File: src/rtl/legv8_defs_pkg.sv
// rtl/legv8_defs_pkg.sv - shared LEGv8 pipeline constants and types
package legv8_defs;

    localparam int DATA_WIDTH_DEF = 64;

    // X31 reads as zero in operand positions, so it can never carry a load result.
    localparam logic [4:0] XZR = 5'd31;

    localparam logic [1:0] ALUOP_LDST  = 2'b00;
    localparam logic [1:0] ALUOP_CBZ   = 2'b01;
    localparam logic [1:0] ALUOP_RTYPE = 2'b10;

    typedef struct packed {
        logic       reg_write;
        logic       mem_read;
        logic       mem_write;
        logic       mem_to_reg;
        logic       alu_src;
        logic       branch;
        logic       uncond;
        logic [1:0] alu_op;
    } ctrl_t;

endpackage

File: src/rtl/idex_stage_hazard_detect.sv
// rtl/idex_stage_hazard_detect.sv - combinational load-use hazard detection
module hazard_detect
    import legv8_defs::*;
(
    input  logic       idex_valid_i,
    input  logic       idex_mem_read_i,
    input  logic [4:0] idex_rd_i,
    input  logic [4:0] ifid_rn_i,
    input  logic [4:0] ifid_rm_i,
    input  logic       uses_rm_i,
    input  logic       ex_flush_i,
    output logic       stall_o,
    output logic       pc_write_o,
    output logic       ifid_write_o
);

    logic rn_match;
    logic rm_match;

    assign rn_match = (idex_rd_i == ifid_rn_i);
    assign rm_match = uses_rm_i && (idex_rd_i == ifid_rm_i);

    // A taken branch squashes the dependent instruction, so it must not also freeze fetch.
    assign stall_o = idex_valid_i && idex_mem_read_i && (idex_rd_i != XZR)
                     && (rn_match || rm_match) && !ex_flush_i;

    assign pc_write_o   = !stall_o;
    assign ifid_write_o = !stall_o;

endmodule

File: src/rtl/idex_stage.sv
// rtl/idex_stage.sv - ID/EX pipeline register with bubble insertion and event counters
module idex_stage
    import legv8_defs::*;
#(
    parameter int DATA_WIDTH = DATA_WIDTH_DEF,
    parameter int CNT_WIDTH  = 16
) (
    input  logic                  CLOCK,
    input  logic                  RESET_N,
    input  logic [DATA_WIDTH-1:0] ID_PC,
    input  logic [DATA_WIDTH-1:0] ID_ReadData1,
    input  logic [DATA_WIDTH-1:0] ID_ReadData2,
    input  logic [DATA_WIDTH-1:0] ID_SignExtImm,
    input  logic [4:0]            IFID_RegisterRn,
    input  logic [4:0]            IFID_RegisterRm,
    input  logic [4:0]            IFID_RegisterRd,
    input  logic                  ID_UsesRm,
    input  logic                  ID_RegWrite,
    input  logic                  ID_MemRead,
    input  logic                  ID_MemWrite,
    input  logic                  ID_MemToReg,
    input  logic                  ID_ALUSrc,
    input  logic                  ID_Branch,
    input  logic                  ID_Uncond,
    input  logic [1:0]            ID_ALUOp,
    input  logic                  EX_Flush,
    output logic [DATA_WIDTH-1:0] IDEX_PC,
    output logic [DATA_WIDTH-1:0] IDEX_ReadData1,
    output logic [DATA_WIDTH-1:0] IDEX_ReadData2,
    output logic [DATA_WIDTH-1:0] IDEX_SignExtImm,
    output logic [4:0]            IDEX_RegisterRn,
    output logic [4:0]            IDEX_RegisterRm,
    output logic [4:0]            IDEX_RegisterRd,
    output logic                  IDEX_RegWrite,
    output logic                  IDEX_MemRead,
    output logic                  IDEX_MemWrite,
    output logic                  IDEX_MemToReg,
    output logic                  IDEX_ALUSrc,
    output logic                  IDEX_Branch,
    output logic                  IDEX_Uncond,
    output logic [1:0]            IDEX_ALUOp,
    output logic                  IDEX_Valid,
    output logic                  PCWrite,
    output logic                  IFIDWrite,
    output logic                  Stall,
    output logic [CNT_WIDTH-1:0]  StallCount,
    output logic [CNT_WIDTH-1:0]  FlushCount
);

    logic [DATA_WIDTH-1:0] pc_q, pc_d, rd1_q, rd1_d, rd2_q, rd2_d, imm_q, imm_d;
    logic [4:0]            rn_q, rn_d, rm_q, rm_d, rd_q, rd_d;
    ctrl_t                 ctrl_q, ctrl_d, id_ctrl;
    logic                  valid_q, valid_d;
    logic [CNT_WIDTH-1:0]  stall_cnt_q, stall_cnt_d, flush_cnt_q, flush_cnt_d;
    logic                  stall;
    logic                  bubble;

    hazard_detect u_hazard (
        .idex_valid_i    (valid_q),
        .idex_mem_read_i (ctrl_q.mem_read),
        .idex_rd_i       (rd_q),
        .ifid_rn_i       (IFID_RegisterRn),
        .ifid_rm_i       (IFID_RegisterRm),
        .uses_rm_i       (ID_UsesRm),
        .ex_flush_i      (EX_Flush),
        .stall_o         (stall),
        .pc_write_o      (PCWrite),
        .ifid_write_o    (IFIDWrite)
    );

    assign id_ctrl = '{ID_RegWrite, ID_MemRead, ID_MemWrite, ID_MemToReg,
                       ID_ALUSrc, ID_Branch, ID_Uncond, ID_ALUOp};

    always_comb begin
        // Bubbles zero the specifiers too so forwarding can never match a dead slot.
        bubble  = EX_Flush || stall;
        pc_d    = bubble ? '0 : ID_PC;
        rd1_d   = bubble ? '0 : ID_ReadData1;
        rd2_d   = bubble ? '0 : ID_ReadData2;
        imm_d   = bubble ? '0 : ID_SignExtImm;
        rn_d    = bubble ? '0 : IFID_RegisterRn;
        rm_d    = bubble ? '0 : IFID_RegisterRm;
        rd_d    = bubble ? '0 : IFID_RegisterRd;
        ctrl_d  = bubble ? '0 : id_ctrl;
        valid_d = !bubble;

        stall_cnt_d = stall_cnt_q;
        flush_cnt_d = flush_cnt_q;
        if (EX_Flush && (flush_cnt_q != {CNT_WIDTH{1'b1}})) begin
            flush_cnt_d = flush_cnt_q + CNT_WIDTH'(1);
        end
        if (stall && (stall_cnt_q != {CNT_WIDTH{1'b1}})) begin
            stall_cnt_d = stall_cnt_q + CNT_WIDTH'(1);
        end
    end

    always_ff @(posedge CLOCK or negedge RESET_N) begin
        if (!RESET_N) begin
            pc_q        <= '0;
            rd1_q       <= '0;
            rd2_q       <= '0;
            imm_q       <= '0;
            rn_q        <= '0;
            rm_q        <= '0;
            rd_q        <= '0;
            ctrl_q      <= '0;
            valid_q     <= 1'b0;
            stall_cnt_q <= '0;
            flush_cnt_q <= '0;
        end else begin
            pc_q        <= pc_d;
            rd1_q       <= rd1_d;
            rd2_q       <= rd2_d;
            imm_q       <= imm_d;
            rn_q        <= rn_d;
            rm_q        <= rm_d;
            rd_q        <= rd_d;
            ctrl_q      <= ctrl_d;
            valid_q     <= valid_d;
            stall_cnt_q <= stall_cnt_d;
            flush_cnt_q <= flush_cnt_d;
        end
    end

    assign IDEX_PC         = pc_q;
    assign IDEX_ReadData1  = rd1_q;
    assign IDEX_ReadData2  = rd2_q;
    assign IDEX_SignExtImm = imm_q;
    assign IDEX_RegisterRn = rn_q;
    assign IDEX_RegisterRm = rm_q;
    assign IDEX_RegisterRd = rd_q;
    assign IDEX_RegWrite   = ctrl_q.reg_write;
    assign IDEX_MemRead    = ctrl_q.mem_read;
    assign IDEX_MemWrite   = ctrl_q.mem_write;
    assign IDEX_MemToReg   = ctrl_q.mem_to_reg;
    assign IDEX_ALUSrc     = ctrl_q.alu_src;
    assign IDEX_Branch     = ctrl_q.branch;
    assign IDEX_Uncond     = ctrl_q.uncond;
    assign IDEX_ALUOp      = ctrl_q.alu_op;
    assign IDEX_Valid      = valid_q;
    assign Stall           = stall;
    assign StallCount      = stall_cnt_q;
    assign FlushCount      = flush_cnt_q;

endmodule

File: config.mk
export PLATFORM = sky130hd
export DESIGN_NAME = idex_stage
export DESIGN_NICKNAME = d
export VERILOG_FILES = /design/src/rtl/legv8_defs_pkg.sv /design/src/rtl/idex_stage_hazard_detect.sv /design/src/rtl/idex_stage.sv
export SDC_FILE = /design/constraint.sdc
export NUM_CORES = 1
export LEC_CHECK = 0
export ABC_AREA = 1
export BUFFER_PORTS_ARGS = -buffer_cell sky130_fd_sc_hd__buf_2
export CAP_MARGIN = 40
export CORE_AREA = 2 2 235 237
export DETAILED_ROUTE_END_ITERATION = 6
export DIE_AREA = 0 0 237 239
export PLACE_DENSITY = 0.54
export RECOVER_POWER = 50
export SYNTH_ARGS = -nofsm -noshare
export SYNTH_HDL_FRONTEND = slang
export SYNTH_SLANG_ARGS = --single-unit
export TNS_END_PERCENT = 100
File: constraint.sdc
create_clock -name CLOCK -period 2.6 [get_ports CLOCK]
set_clock_uncertainty 0.15 [all_clocks]
set_input_delay 0.52 -clock CLOCK [delete_from_list [all_inputs] [get_ports CLOCK]]
set_output_delay 0.52 -clock CLOCK [all_outputs]
set_load 0.02 [all_outputs]
==> results of run 1 <==
## registers in the layout, indices dropped and copies added, names as in the netlist, 16 cells and up
register	cells
FlushCount	16
IDEX_SignExtImm	64
StallCount	16
IDEX_ReadData2	64
IDEX_ReadData1	64
IDEX_PC	64
## routing by layer
| layer | vias up | part of all wire, % | track usage [%] |
|---|---|---|---|
| li1 | 4639 | - | - |
| met1 | 4511 | 38 | 13.3 |
| met2 | 387 | 51 | 21.0 |
| met3 | 55 | 8.3 | 4.08 |
| met4 | 0 | 2.4 | 4.03 |
| met5 | - | 0 | 0 |
## report_power, final
group          internal [mW]  switching, mW  total, mW
sequential              5.16          0.155       5.32
clock                   3.01           1.97       4.98
combinational          0.587           1.01       1.60
total                   8.76           3.14       11.9
## cell usage after synthesis
library cell | instances | area share (%)
dfrtp_1 | 313 | 70
nand3_1 | 11 | 0.49
nor4_1 | 1 | 0.056
a21oi_1 | 1 | 0.044
nand4_1 | 12 | 0.67
nor3_1 | 10 | 0.45
xor2_1 | 15 | 1.2
inv_2 | 2 | 0.067
nand3b_1 | 1 | 0.067
buf_4 | 4 | 0.27
nor2_1 | 301 | 10
nor2_2 | 1 | 0.056
xnor2_1 | 12 | 0.93
nor3_2 | 1 | 0.089
buf_2 | 31 | 1.4
inv_1 | 308 | 10
o21ai_0 | 4 | 0.18
ha_1 | 2 | 0.22
nand2_1 | 116 | 3.9
## layout make-up
type	count	area (um2)
flip-flops and latches	313	7840
clock inverters	11	116
multi-input cells	488	2090
fillers	5768	37200
inverters	310	1160
repair buffers	719	3970
clock buffers	51	1050
well taps	704	881
## per-stage QoR
stage	util [%]	worst slack (ns)	power [mW]	cells	area [um2]
finish	31.5	0.135	11.9	2596	17100
global route	31.5	0.00914	12.5	2596	17100
CTS	31.9	0.0206	12.2	2593	17300
detailed placement	28.4	0.294	6.98	2461	15500
global placement	28.4	0.303	6.96	2461	15500
floorplan	-	0.520	6.11	1146	11200
## repair_timing
action | CTS | global route
resized for setup | 3 | 4
endpoints found under the setup margin | 3 | 3
buffers inserted | 0 | 3
pin swaps | 0 | 1
hold endpoints to repair | 137 | 0
hold buffers | 70 | 0
## cells by family (layout without fill, tap and decap cells)
group	Yosys count	in the layout	synth area share [%]
compound gates	5	5	0.223
xor+xnor	27	27	2.10
fa+ha+maj	2	2	0.223
buf+inv	345	1091	12.0
flops	313	313	69.7
simple gates	454	454	15.8
## worst reg2reg max path: stages, from the launching register on
cell and delay [ns]:
dfrtp_1 0.41, inv_1 0.09, nand2_1 0.07, nand2_1 0.05, nor2_1 0.09, nand3_1 0.09
nand2_2 0.11, clkbuf_4 0.15, nand2_1 0.07, nand2_4 0.22, buf_12 0.24, buf_12 0.25
nor2_1 0.08
## path summary, 6_finish.rpt
| path | slack [ns] | start | cells after the start | endpoint |
|---|---|---|---|---|
| hold reg to reg | 0.38 | FlushCount[12] | 1 | FlushCount[12] |
| min in group asynchronous | 0.71 | RESET_N | 2 | IDEX_ReadData1[24] |
| setup reg to reg | 0.42 | IDEX_RegisterRd[2] | 12 | IDEX_PC[53] |
| max in group asynchronous | 0.39 | RESET_N | 3 | IDEX_ReadData1[16] |
| setup / recovery | 0.14 | IDEX_RegisterRd[2] | 9 | Stall |
| hold / removal | 0.04 | ID_PC[16] | 3 | IDEX_PC[16] |
==> flow_summary.json, run 1 <==
{
  "outcome": "complete, no violations",
  "drt_iter0_markers": 345,
  "cts_root_buf": "clkbuf_16",
  "grt_pass1_vias": 9943,
  "h-tree-depth": 2,
  "antenna-diode-count": 0,
  "hold_viol_final": 0,
  "placementRows": 86,
  "cap_violations": 0,
  "finalCriticalPeriod_ns": 2.46,
  "max_stage_delay_ns": 0.41,
  "io_pins": 600,
  "ant_nets": 0,
  "worst-path-max-fanout": 4,
  "place_congestion": 0.847,
  "dp_hpwl_um": 27100,
  "slowest_stage": "dfrtp_1",
  "cts_tree": "built",
  "overflow": 0,
  "fin_crit_sh_pct": 94.8,
  "cp-start-kind": "register",
  "setup-violations-final": 0,
  "crit_chain": "inv_1, nand2_1, nand2_1, nor2_1, nand3_1, nand2_2, nand3_4, inv_1, buf_2",
  "max_freq_mhz": 406,
  "whs_ns": 0.0440,
  "crit_required_ns": 1.93,
  "crit_buf_inv": 3,
  "min_path_type": "in -> reg",
  "crit_family": "simple AND/OR/NAND/NOR gates",
  "crit_arrival_ns": 1.79,
  "synth_area_um2": 11200,
  "die_area_um2": 56600,
  "p_leak_nw": 9.86,
  "rsz0062_at_grt": "no",
  "synth_warnings": 0,
  "ir_drop_mv": 0.462,
  "grt_max_degree": 86,
  "nets": 2154,
  "critPathKind": "reg -> out",
  "insertion_delay_ns": 0.53,
  "antenna_found_initial": 0,
  "relSlewSlack_pct": 13.6,
  "io_buffers": 599,
  "setup-tns-final_ns": 0,
  "vias": 9592,
  "clockBufferDepth": 3,
  "ys_seq_area_share_pct": 69.7,
  "numCtsBuffers": 36,
  "end_kind": "output port",
  "first_pass_iters": 5,
  "clock-sinks": 313,
  "drc_errors": 0,
  "syn_inst": 1146,
  "die_h_um": 239,
  "synth_cell_types": 19,
  "mostFrequentLayoutCell": "buf_2",
  "wl_per_cell_um": 13.6,
  "tightest_slew_ns": 1.30,
  "start_util_pct": 20.7,
  "clkSlewWorstSetupHoldPaths_ns": 0.06,
  "syn_nets": 1432,
  "layout_common_cells": "buf_2 (447), dfrtp_1 (310), inv_1 (308)",
  "p_per_area_nw_per_um2": 695,
  "die_w_um": 237,
  "ys_ff_latch": 313,
  "maxSlewViolCount": 0,
  "vias_per_cell": 3.69,
  "areaGrowthSynthToFinish_pct": 52.1,
  "grt_pass1_wl_um": 52700,
  "drt-total-wl_um": 35400,
  "core_um2": 54300,
  "grt_usage_pct": 11.9,
  "syn_avg_cell_area_um2": 9.81,
  "layout-drive-gt1-share_pct": 29.2
}
Power figures use the tool's default switching activity.
==> run 2: changes to the inputs <==
--- a/config.mk
+++ b/config.mk
@@ -8,11 +8,14 @@
 export ABC_AREA = 1
 export BUFFER_PORTS_ARGS = -buffer_cell sky130_fd_sc_hd__buf_2
 export CAP_MARGIN = 40
-export CORE_AREA = 2 2 235 237
+export CELL_PAD_IN_SITES_DETAIL_PLACEMENT = 0
+export CELL_PAD_IN_SITES_GLOBAL_PLACEMENT = 1
+export CORE_AREA = 2 2 231 233
 export DETAILED_ROUTE_END_ITERATION = 6
-export DIE_AREA = 0 0 237 239
-export PLACE_DENSITY = 0.54
+export DIE_AREA = 0 0 233 235
+export PLACE_DENSITY = 0.68
 export RECOVER_POWER = 50
+export REMOVE_ABC_BUFFERS = 1
 export SYNTH_ARGS = -nofsm -noshare
 export SYNTH_HDL_FRONTEND = slang
 export SYNTH_SLANG_ARGS = --single-unit
==> run 2 against run 1 <==
Largest cell class unchanged. The run now ends with max-capacitance violations, max-slew violations left. First-iteration DRC count is 9.6% lower. Sequential share of layout area shrank 0.10 points. Non-clock buffer count is 18 lower. Hold slack got worse by 0.0012 ns. Flip-flop and latch count is the same. Global-route usage rose by 1.1 points. Total power rose by 3.9%. Clock power rose by 10%. Final area grew 0.21%. Critical path depth did not move. Setup slack improved by 0.040 ns.
==> flow_summary.json, run 2 (synthesis results as in run 1) <==
{
  "drt-total-wl_um": 36100,
  "setup-tns-final_ns": 0,
  "min_to": "IDEX_PC[25]",
  "reg2reg_depth": 11,
  "min_path_type": "in -> reg",
  "cp-start-kind": "register",
  "h-tree-depth": 2,
  "die_w_um": 233,
  "clockBufferDepth": 3,
  "relSlewSlack_pct": -7.26,
  "insertion_delay_ns": 0.53,
  "numCtsBuffers": 37,
  "reg2reg_slack_ns": 0.44,
  "internal-power_mw": 9.18,
  "dp_hpwl_um": 27800,
  "tightest_slew_ns": 1.61,
  "fin_total_pwr_mw": 12.4,
  "hold_viol_final": 0,
  "vias": 9387,
  "layout_common_cells": "buf_2 (445), dfrtp_1 (311), inv_1 (308)",
  "seq_power_share_pct": 42.9,
  "nets": 2137,
  "die_area_um2": 54800,
  "maxSlewViolCount": 52,
  "crit_required_ns": 1.93,
  "p_sw_share_pct": 25.7,
  "grt_pass1_vias": 10100,
  "hp-start": "ID_PC[25]",
  "die_h_um": 235,
  "layout-drive-gt1-share_pct": 29.2,
  "hold_depth": 3,
  "antenna_found_initial": 7,
  "r2r_start": "IDEX_RegisterRd[1]",
  "clkPwrFrac_pct": 44.4,
  "finalCriticalPeriod_ns": 2.42,
  "outcome": "finished with violations",
  "p_leak_nw": 9.87,
  "cap_violations": 1,
  "start_util_pct": 21.5,
  "final_area_um2": 17100,
  "drc_errors": 0,
  "grt_pass1_wl_um": 55200,
  "p_sw_mw": 3.18,
  "overflow": 0,
  "core_um2": 52200,
  "placed_area_um2": 15300,
  "end_kind": "output port",
  "io_buffers": 599,
  "setup-violations-final": 0,
  "clkSlewWorstSetupHoldPaths_ns": 0.06,
  "io_pins": 600,
  "ir_drop_mv": 0.400,
  "areaGrowthSynthToFinish_pct": 52.4,
  "critPathKind": "reg -> out",
  "fin_crit_sh_pct": 93.3,
  "crit_arrival_ns": 1.75,
  "wl_per_cell_um": 14.1,
  "grt_max_degree": 71,
  "drt_iter0_markers": 312,
  "place_congestion": 0.839,
  "first_pass_iters": 5,
  "post-cts-setup-buffer-count": 0,
  "clock-sinks": 313,
  "timing.rr.end": "IDEX_SignExtImm[61]",
  "max_freq_mhz": 412,
  "violations": "max-capacitance violations, max-slew violations",
  "ant_nets": 0,
  "cts_tree": "built",
  "grt_usage_pct": 12.9,
  "p_per_area_nw_per_um2": 721,
  "vias_per_cell": 3.65,
  "cts_root_buf": "clkbuf_16",
  "worst-path-max-fanout": 5,
  "mostFrequentLayoutCell": "buf_2",
  "rsz0062_at_grt": "no",
  "placementRows": 84,
  "postLayoutCoreUtil_pct": 32.8,
  "p_comb_share_pct": 12.7
}
[run 2: layer usage]
metal,global-route usage [%],wire length [um],vias to the layer above
met5,0,52,-
met4,3.76,776,8
met3,4.85,3250,50
met2,22.4,18000,362
met1,14.7,14000,4360
li1,-,-,4607
[run 2: worst max-delay path by stage]
stage | startpoint | end | slack (ns) | depth (start not counted)
3_5_place_dp | IFID_RegisterRm[0] | Stall | 0.37 | 9
5_1_grt | IDEX_RegisterRd[3] | Stall | 0.003 | 9
6_report | IDEX_RegisterRd[1] | Stall | 0.18 | 9
4_1_cts | IDEX_RegisterRd[0] | Stall | 0.04 | 8
2_1_floorplan | IDEX_RegisterRd[3] | IDEX_Valid | -3.34 | 9
3_3_place_gp | IFID_RegisterRm[0] | Stall | 0.35 | 10
[run 2: final cells by class]
type,instances,area (um2)
multi-input cells,488,2080
repair buffers,701,3870
diodes,2,5.00
flip-flops and latches,313,7840
clock buffers,53,1140
clock inverters,14,179
well taps,688,861
inverters,310,1160
fillers,5529,35100
[run 2: stage by stage]
| step | hold slack, ns | setup slack (ns) | instances |
|---|---|---|---|
| 6_report | 0.0428 | 0.175 | 2569 |
| 5_1_grt | 0.00388 | 0.00284 | 2568 |
| 4_1_cts | 0.0000273 | 0.0402 | 2567 |
| 2_1_floorplan | 0.0744 | -3.34 | 1111 |
| 3_5_place_dp | 0.345 | 0.365 | 2428 |
| 3_3_place_gp | 0.342 | 0.349 | 2428 |
[run 2: repair_timing]
item,CTS,global route
setup endpoints to repair,1,3
resized for setup,3,5
hold buffers,72,0
endpoints found under the hold margin,115,0
[run 2: critical path, cell delays in order, from the launching register on]
cell and delay [ns]:
dfrtp_1 0.42, inv_1 0.08, nand2_1 0.06, nand2_1 0.04, nor2_1 0.11, nand3_1 0.10, nand2_2 0.11, nand3_4 0.09
inv_1 0.08, buf_4 0.13
[run 2: power by group through the flow]
stage | clock, mW | sequential (mW) | combinational, mW
after global placement | 0 | 5.38 | 1.54
after CTS | 5.68 | 5.31 | 1.65
final | 5.48 | 5.30 | 1.57
after floorplan | 0 | 5.75 | 0.403
after global routing | 5.90 | 5.33 | 1.73
after detailed placement | 0 | 5.39 | 1.55
==> run 3: changes to the inputs <==
--- a/config.mk
+++ b/config.mk
@@ -5,15 +5,16 @@
 export SDC_FILE = /design/constraint.sdc
 export NUM_CORES = 1
 export LEC_CHECK = 0
-export ABC_AREA = 1
+export ABC_CLOCK_PERIOD_IN_PS = 2600
 export BUFFER_PORTS_ARGS = -buffer_cell sky130_fd_sc_hd__buf_2
 export CAP_MARGIN = 40
 export CELL_PAD_IN_SITES_DETAIL_PLACEMENT = 0
 export CELL_PAD_IN_SITES_GLOBAL_PLACEMENT = 1
-export CORE_AREA = 2 2 231 233
+export CORE_AREA = 2 2 235 237
+export CTS_CLUSTER_DIAMETER = 50
 export DETAILED_ROUTE_END_ITERATION = 6
-export DIE_AREA = 0 0 233 235
-export PLACE_DENSITY = 0.68
+export DIE_AREA = 0 0 237 239
+export PLACE_DENSITY = 0.63
 export RECOVER_POWER = 50
 export REMOVE_ABC_BUFFERS = 1
 export SYNTH_ARGS = -nofsm -noshare
==> run 3 against run 2 <==
The run now ends clean. Non-clock buffer count is 159 higher. Combinational power is 8% higher. Final cell count is 7.7% lower. Die area is 3.4% higher. Final area is 6.7% higher. Sequential power hardly changed. Routed wire length is 5.6% higher. Largest power group unchanged.
==> flow_summary.json, run 3 <==
{
  "synth_xor_area_share_pct": 3.03,
  "die_h_um": 239,
  "worst-path-max-fanout": 3,
  "place_congestion": 0.826,
  "use_met3_pct": 5.50,
  "synthFlopType": "dfrtp_1",
  "hold_depth": 2,
  "placementRows": 86,
  "timing.rr.end": "IDEX_MemWrite",
  "finalCriticalPeriod_ns": 2.57,
  "p_per_area_nw_per_um2": 707,
  "synthTopCellsByCount": "dfrtp_1 (313), and2_1 (281), xnor2_1 (31)",
  "h-tree-depth": 2,
  "syn_avg_cell_area_um2": 14.0,
  "reg2reg_depth": 7,
  "drt-total-wl_um": 38100,
  "placed_area_um2": 14700,
  "min_path_type": "in -> reg",
  "ys_ff_latch": 313,
  "synth_compound_area_share_pct": 0.773,
  "async_flop_share_pct": 100,
  "io_buffers": 599,
  "max_stage_delay_ns": 0.44,
  "synth_warnings": 0,
  "clockBufferDepth": 3,
  "areaGrowthSynthToFinish_pct": 71.3,
  "yosysMostFrequentCell": "dfrtp_1",
  "relSlewSlack_pct": 34.3,
  "start_util_pct": 19.7,
  "insertion_delay_ns": 0.55,
  "synth_enable_flop_cells": 0,
  "clock-sinks": 313,
  "synth_cell_types": 39,
  "tightest_slew_ns": 0.985,
  "use_met2_pct": 22.6,
  "numCtsBuffers": 43,
  "grt_pass1_wl_um": 57000,
  "synth_simple_gate_area_share_pct": 20.8,
  "place_ws_ns": 0.305,
  "layout_common_cells": "buf_2 (446), dfrtp_1 (309), and2_1 (281)",
  "vias": 8941,
  "yosysTopAreaCellShare_pct": 73.3,
  "setup-tns-final_ns": 0,
  "mostFrequentLayoutCell": "buf_2",
  "fin_cells": 2371,
  "hold_viol_final": 0,
  "cts_tree": "built",
  "final_area_um2": 18300,
  "outcome": "complete, no violations",
  "antenna_found_initial": 10,
  "setup-violations-final": 0,
  "nets": 1920,
  "ant_nets": 0,
  "crit_arrival_ns": 1.90,
  "r2r_start": "IDEX_RegisterRd[1]",
  "max_freq_mhz": 390,
  "clkSlewWorstSetupHoldPaths_ns": 0.05,
  "maxSlewViolCount": 0,
  "drt_iter0_markers": 284,
  "crit_chain": "buf_4, xnor2_1, nand3_1, o32ai_2, nand2_2, inv_2, buf_6",
  "wl_per_cell_um": 16.1,
  "fin_crit_sh_pct": 98.7,
  "end_kind": "output port",
  "grt_max_degree": 139,
  "placed_cells": 2049,
  "hp-start": "ID_ReadData1[23]",
  "cts_root_buf": "clkbuf_16",
  "cp-start-kind": "register",
  "critPathKind": "reg -> out",
  "synth_top_area_cell": "dfrtp_1",
  "overflow": 0,
  "die_area_um2": 56600,
  "grt_pass1_vias": 9766,
  "vias_per_cell": 3.77,
  "p_leak_nw": 9.02,
  "min_to": "IDEX_ReadData1[23]",
  "slowest_stage": "dfrtp_2",
  "drc_errors": 0,
  "die_w_um": 237,
  "syn_inst": 764,
  "core_um2": 54300,
  "grt_usage_pct": 13.1,
  "cap_violations": 0,
  "synth_top_family_by_area": "simple AND/OR/NAND/NOR gates",
  "met1_usage_pct": 14.5,
  "first_pass_iters": 4,
  "worst_slack_ns": 0.0328,
  "rsz0062_at_grt": "yes",
  "io_pins": 600,
  "synth_fa_ha_area_share_pct": 0.234,
  "ir_drop_mv": 0.484,
  "yosys-top-cells-area": "dfrtp_1 (73%), and2_1 (16%), xnor2_1 (2.5%)",
  "synth_area_um2": 10700,
  "grt_busiest_layer": "met2",
  "dp_hpwl_um": 27000,
  "muxShareOfSynthArea_pct": 0.340,
  "layout-drive-gt1-share_pct": 33.5,
  "crit_required_ns": 1.93,
  "ys_seq_area_share_pct": 73.3,
  "reg2reg_slack_ns": 0.41
}
-- run 3: cell types whose count changed in the layout (fill, tap and decap cells not counted), moves of 6 or more --
cell / delta
dlygate4sd3_1: +164
nor2_1: -292
nand2_1: -98
and3_1: +7
inv_1: -305
clkbuf_8: -10
xor2_1: -9
and2_1: +281
inv_6: +8
xnor2_1: +17
nand4_1: +6
-- run 3: cells by family after synthesis --
logic type                 Yosys count
muxes                                3
xor gates and xnor gates            37
DFF                                313
buffers and inverters               39
and+or+nand+nor                    360
adders and majority gates            2
AOI/OAI and AO/OA                   10
-- run 3: where the power goes --
group	total (mW)	internal, mW	switching, mW
clock network	5.93	3.61	2.32
registers	5.31	5.16	0.153
logic	1.70	0.750	0.947
-- run 3: cell type report --
class,count,area [um2]
fillers,5476,36000
flip-flops and latches,313,7840
repair buffers,860,5420
multi-input cells,412,2710
clock buffers,50,1110
well taps,704,881
clock inverters,26,310
inverters,4,15.0
diodes,2,5.00
-- run 3: routing by layer --
layer  wire [um]  vias to the layer above
li1            -                     4154
met1       14200                     4310
met2       19000                      398
met3        3790                       71
met4        1000                        8
met5          54                        -
-- run 3: stage by stage --
stage                     hold slack (ns)  util [%]  total power [mW]
after CTS                         0.00149      34.1              13.2
after detailed placement            0.354      27.0              6.86
final                              0.0450      33.7              12.9
after global routing               0.0176      33.7              13.5
after floorplan                    0.0744         -              6.06
after global placement              0.332      27.0              6.85
-- run 3: worst max-delay path: cells and delay by family (launching register included) --
| family | cells | cell delay [ns] |
|---|---|---|
| buffers and inverters | 3 | 0.36 |
| flip-flops | 1 | 0.44 |
| XOR/XNOR | 1 | 0.15 |
| AO/OA/AOI/OAI | 1 | 0.16 |
| AND/OR/NAND/NOR | 2 | 0.25 |
-- run 3: worst max-delay path by stage --
| stage | endpoint | start | slack, ns |
|---|---|---|---|
| 2_1_floorplan | IDEX_Valid | IDEX_RegisterRd[1] | -5.58 |
| 3_3_place_gp | Stall | IFID_RegisterRm[1] | 0.30 |
| 3_5_place_dp | Stall | IFID_RegisterRm[0] | 0.31 |
| 4_1_cts | Stall | IDEX_RegisterRd[0] | -0.06 |
| 5_1_grt | Stall | IDEX_RegisterRd[1] | -0.09 |
| 6_report | Stall | IDEX_RegisterRd[1] | 0.03 |
-- run 3: timing repair --
action,CTS,global route
hold buffers,236,0
pin swaps,5,6
setup endpoints to repair,3,3
resized for setup,8,4
setup buffers,5,3
endpoints found under the hold margin,288,0
